==> config.mk <==
export PLATFORM = sky130hd
export DESIGN_NAME = fetch_queue
export DESIGN_NICKNAME = d
export VERILOG_FILES = /design/src/rtl/fetch_queue.sv
export SDC_FILE = /design/constraint.sdc
export NUM_CORES = 1
export LEC_CHECK = 0
export CORE_ASPECT_RATIO = 0.9
export CORE_MARGIN = 2
export CORE_UTILIZATION = 39
export DETAILED_ROUTE_END_ITERATION = 16
export HOLD_SLACK_MARGIN = 0.15
export SYNTH_ARGS = -nofsm -noshare
export SYNTH_HDL_FRONTEND = slang
export SYNTH_SLANG_ARGS = --single-unit
==> constraint.sdc <==
create_clock -name clk_i -period 3.7 [get_ports clk_i]
set_clock_uncertainty 0.15 [all_clocks]
set_input_delay 0.74 -clock clk_i [delete_from_list [all_inputs] [get_ports clk_i]]
set_output_delay 0.74 -clock clk_i [all_outputs]
set_load 0.01 [all_outputs]
==> src/rtl/fetch_queue.sv <==
// FWFT {pc, inst} queue between IFU and IDU; push to head visible 1 cycle later, no input->output bypass.
// Backpressure: ready_o/valid_o come from registered count only; a full queue does not accept while popping.
module fetch_queue #(
   parameter int DEPTH = 4,
   parameter int XLEN  = 32
) (
   input  logic                       clk_i,
   input  logic                       rst_n_i,
   input  logic                       flush_i,
   input  logic [XLEN-1:0]            pc_i,
   input  logic [XLEN-1:0]            inst_i,
   input  logic                       valid_i,
   output logic                       ready_o,
   output logic [XLEN-1:0]            pc_o,
   output logic [XLEN-1:0]            inst_o,
   output logic                       valid_o,
   input  logic                       ready_i,
   output logic [$clog2(DEPTH):0]     count_o
);

   localparam int AW = $clog2(DEPTH);
   localparam int CW = AW + 1;

   logic [XLEN-1:0] r_mem_pc   [DEPTH];
   logic [XLEN-1:0] r_mem_inst [DEPTH];
   logic [AW-1:0]   r_wr_ptr;
   logic [AW-1:0]   r_rd_ptr;
   logic [CW-1:0]   r_count;
   logic [XLEN-1:0] r_pc_o;
   logic [XLEN-1:0] r_inst_o;

   logic            w_push;
   logic            w_pop;
   logic [AW-1:0]   w_rd_nxt;
   logic [CW-1:0]   w_cnt_nxt;
   logic            w_fwd;

   assign ready_o  = (r_count != CW'(DEPTH));
   assign valid_o  = (r_count != '0);
   assign count_o  = r_count;
   assign pc_o     = r_pc_o;
   assign inst_o   = r_inst_o;

   assign w_push   = valid_i & ready_o;
   assign w_pop    = valid_o & ready_i;
   assign w_rd_nxt = r_rd_ptr + AW'(w_pop);
   // The slot becoming head is being written this cycle: take the input instead of stale storage.
   assign w_fwd    = w_push && (r_wr_ptr == w_rd_nxt);

   always_comb begin
      w_cnt_nxt = r_count;
      if (flush_i) begin
         w_cnt_nxt = '0;
      end else if (w_push && !w_pop) begin
         w_cnt_nxt = r_count + CW'(1);
      end else if (w_pop && !w_push) begin
         w_cnt_nxt = r_count - CW'(1);
      end
   end

   always_ff @(posedge clk_i) begin
      if (w_push && !flush_i) begin
         r_mem_pc[r_wr_ptr]   <= pc_i;
         r_mem_inst[r_wr_ptr] <= inst_i;
      end
   end

   always_ff @(posedge clk_i or negedge rst_n_i) begin
      if (!rst_n_i) begin
         r_wr_ptr <= '0;
         r_rd_ptr <= '0;
         r_count  <= '0;
         r_pc_o   <= '0;
         r_inst_o <= '0;
      end else if (flush_i) begin
         r_wr_ptr <= '0;
         r_rd_ptr <= '0;
         r_count  <= '0;
      end else begin
         if (w_push) begin
            r_wr_ptr <= r_wr_ptr + AW'(1);
         end
         r_rd_ptr <= w_rd_nxt;
         r_count  <= w_cnt_nxt;
         // Head registers hold their last value while the queue is empty.
         if (w_cnt_nxt != '0) begin
            r_pc_o   <= w_fwd ? pc_i   : r_mem_pc[w_rd_nxt];
            r_inst_o <= w_fwd ? inst_i : r_mem_inst[w_rd_nxt];
         end
      end
   end

endmodule

==> metrics.txt <==
outcome finished, final reports clean; worst reg-to-reg setup slack 0.64 ns; part of the power in the clock network 0.280; Detailed Route Iter0 Violations 899; r2r worst-path depth 11; top cell type's share of synthesized area 0.509; Sw Pwr 4.04 mW; Arrival @ worst endpoint 2.40 ns; via total after detailed routing 10808; setup tns final 0 ns; synth warn 0; largest net degree at the start of global routing 113; Tmin final 3.29 ns; combinational power share 0.329; DIE HEIGHT 191 um; share of cells above drive strength 1 0.128; Hold Violations, Final 0; initial core utilization 0.394; Synthesized Nets 1297; Worst Tran Pin Value 0.736 ns; hpwl dp 22300 um; Syn-to-layout area delta 21.2%; Post-synth EDFFs 256; PD cells 677 nW/um^2; vias in the first global route 10514; most frequent cells in the layout edfxtp_1, clkdlybuf4s50_1, nand2_1; RR Endpoint pc_o[20]$_DFFE_PN0P_; Int Pwr 8.35 mW; crit path to valid_o; CP bufs+invs 4; total track usage 0.193; Startpoint Class flip-flop; worst relative slew slack 0.510; first-pass GRT wire length 60900 um; Sw Share 0.326; # setup viols final 0; port bufs 137; Clock transition at path regs 0.06 ns; CTS root buffer clkbuf_16; Cell Area, Synth 15100 um^2; Crit path largest cell delay 0.55 ns; CTS tree yes; met2 WL post-DR 18100 um; Worst R2R Start count_o[1]$_DFF_PN0_; Std-Cell Rows 68; commonest non-fill, non-tap cell in the layout edfxtp_1; max layer used met5; ys flop type edfxtp_1; Slew Limit Fails 0; top cell type by total area after synthesis edfxtp_1; Max Fclk 304 MHz; Crit Path Max Fanout 9; CTS sink count 327; io pins 138; Cell Chain, Critical Path inv_1 -> ha_1 -> nor2b_1 -> buf_4 -> inv_4 -> clkdlybuf4s50_1; # Post-CTS Setup Buffers 0; Bufs on Longest Clock Path 3; post-synthesis cell type count 47; Worst EP required 2.81 ns; Leak 6.45 nW; Flop pwr share 0.391; H-tree depth 2; FF+latch count, synth 327; Post-DRT Antenna Nets 0; register area share after synthesis 0.627; CP Depth 6; Setup crit end kind output port; synth top area cells edfxtp_1, dfrtp_1, mux2_2; drt wl/cell 21.3 um; maximum vdd drop 0.351 mV; met3 routed WL 2460 um; Pre-antenna DRT Iters 8; Max-cap violations 0; Worst Hold Slack 0.322 ns; DIE WIDTH 211 um; initial antenna violation count 5; final wirelength 39200 um; DIE AREA 40300 um^2; DRC Markers 0; CORE AREA 38300 um^2; RSZ-0062 raised after global routing no; drt via density 5.86; Worst Hold Class flip-flop to flip-flop; CP delay by family, top buffers and inverters; period utilisation layout 0.888; Nets 1399; Clk Latency, worst-skew pair 0.52 ns; grt total ovfl 0; Crit Path Class flip-flop to output port; Routed met1 length 17900 um; Async S/R FF share, synth 0.217; Post-Synthesis Cells 1221; Mapped Avg Cell Area 12.4 um^2; routability cong. 0.792; TritonCTS Buffers 37; Crit-path slowest cell clkdlybuf4s50_1; Worst Setup SP count_o[1]$_DFF_PN0_
==> power groups by stage <==
stage	Sequential [mW]	Clock (mW)	Combinational, mW
CTS	4.85	3.54	4.11
floorplan	4.93	0	2.37
detailed placement	4.91	0	4.10
finish	4.84	3.47	4.08
global route	4.90	3.70	4.49
global placement	4.91	0	4.01
==> how the worst min path moves through the flow <==
| stage | slack, ns | depth (start not counted) | from | to |
|---|---|---|---|---|
| finish | 0.32 | 2 | inst_o[27]$_DFFE_PN0P_ | inst_o[27]$_DFFE_PN0P_ |
| detailed placement | 0.32 | 2 | inst_o[6]$_DFFE_PN0P_ | inst_o[6]$_DFFE_PN0P_ |
| CTS | 0.33 | 2 | inst_o[6]$_DFFE_PN0P_ | inst_o[6]$_DFFE_PN0P_ |
| floorplan | 0.29 | 0 | rst_n_i | count_o[0]$_DFF_PN0_ |
| global route | 0.34 | 2 | inst_o[18]$_DFFE_PN0P_ | inst_o[18]$_DFFE_PN0P_ |
| global placement | 0.31 | 2 | inst_o[1]$_DFFE_PN0P_ | inst_o[1]$_DFFE_PN0P_ |
==> cell families after synthesis <==
kind of cell | synth area share
buffers and inverters | 0.0381
AND/OR/NAND/NOR | 0.115
adder cells (fa/ha/maj) | 0.00580
AO/OA/AOI/OAI | 0.164
XOR/XNOR | 0.00232
multiplexers | 0.0483
flip-flops | 0.627
==> cells in the mapped netlist (2+ instances only) <==
cell / n
edfxtp_1: 256
nand2_1: 136
dfrtp_1: 71
nor2_1: 71
a21oi_1: 69
nand3_1: 65
o31ai_1: 65
a211oi_1: 64
a221oi_1: 63
a22oi_1: 63
mux2_2: 63
nand3b_1: 63
clkbuf_1: 59
buf_2: 35
buf_4: 13
and2_1: 7
ha_1: 7
inv_1: 7
buf_1: 3
buf_6: 3
nor2b_1: 3
nor3_1: 3
a31oi_1: 2
and3b_1: 2
mux2i_1: 2
nand2b_1: 2
o21a_1: 2
xnor2_1: 2
xor2_1: 2
==> state kept, by name, indices dropped and copies added (netlist names) <==
signal	flops
count_o	3
inst_o	32
pc_o	32
r_mem_inst	128
r_mem_pc	128
r_rd_ptr	2
r_wr_ptr	2
==> through the flow <==
stage	cell area, um^2	utilization	std cells	power, mW	setup slack [ns]
5_1_grt	18300	0.478	1844	13.1	0.308
3_5_place_dp	17100	0.447	1773	9.01	0.396
3_3_place_gp	17100	0.447	1773	8.92	0.416
4_1_cts	18300	0.478	1842	12.5	0.420
2_1_floorplan	15100	-	1221	7.30	0.220
6_report	18300	0.478	1844	12.4	0.413
==> cell type report <==
type | instances | area, um^2
Fill cell | 3350 | 20000
Sequential cell | 327 | 9470
Multi-Input combinational cell | 772 | 5100
Timing Repair Buffer | 176 | 1910
Clock buffer | 56 | 1090
Tap cell | 490 | 613
Clock inverter | 12 | 62.6
Inverter | 9 | 36.3
Antenna cell | 2 | 5.00
==> worst register-to-register path: stages, from the launching register on <==
cell      delay [ns]
dfrtp_1         0.48
inv_1           0.12
ha_1            0.25
nor2b_1         0.16
buf_4           0.19
inv_4           0.09
a21oi_4         0.45
buf_4           0.40
a221oi_1        0.16
a21oi_1         0.19
a211oi_1        0.07
o31ai_1         0.25
==> metal layers <==
| layer | vias to the layer above | GRT usage |
|---|---|---|
| li1 | 4954 | - |
| met1 | 5460 | 0.269 |
| met2 | 332 | 0.310 |
| met3 | 56 | 0.0359 |
| met4 | 6 | 0.0544 |
| met5 | - | 0 |
==> what timing repair did <==
action	CTS	global route
gates resized for setup	0	0
hold endpoints to repair	32	0
hold buffers	1	0
Note: power is estimated with default switching activity, not from simulation.
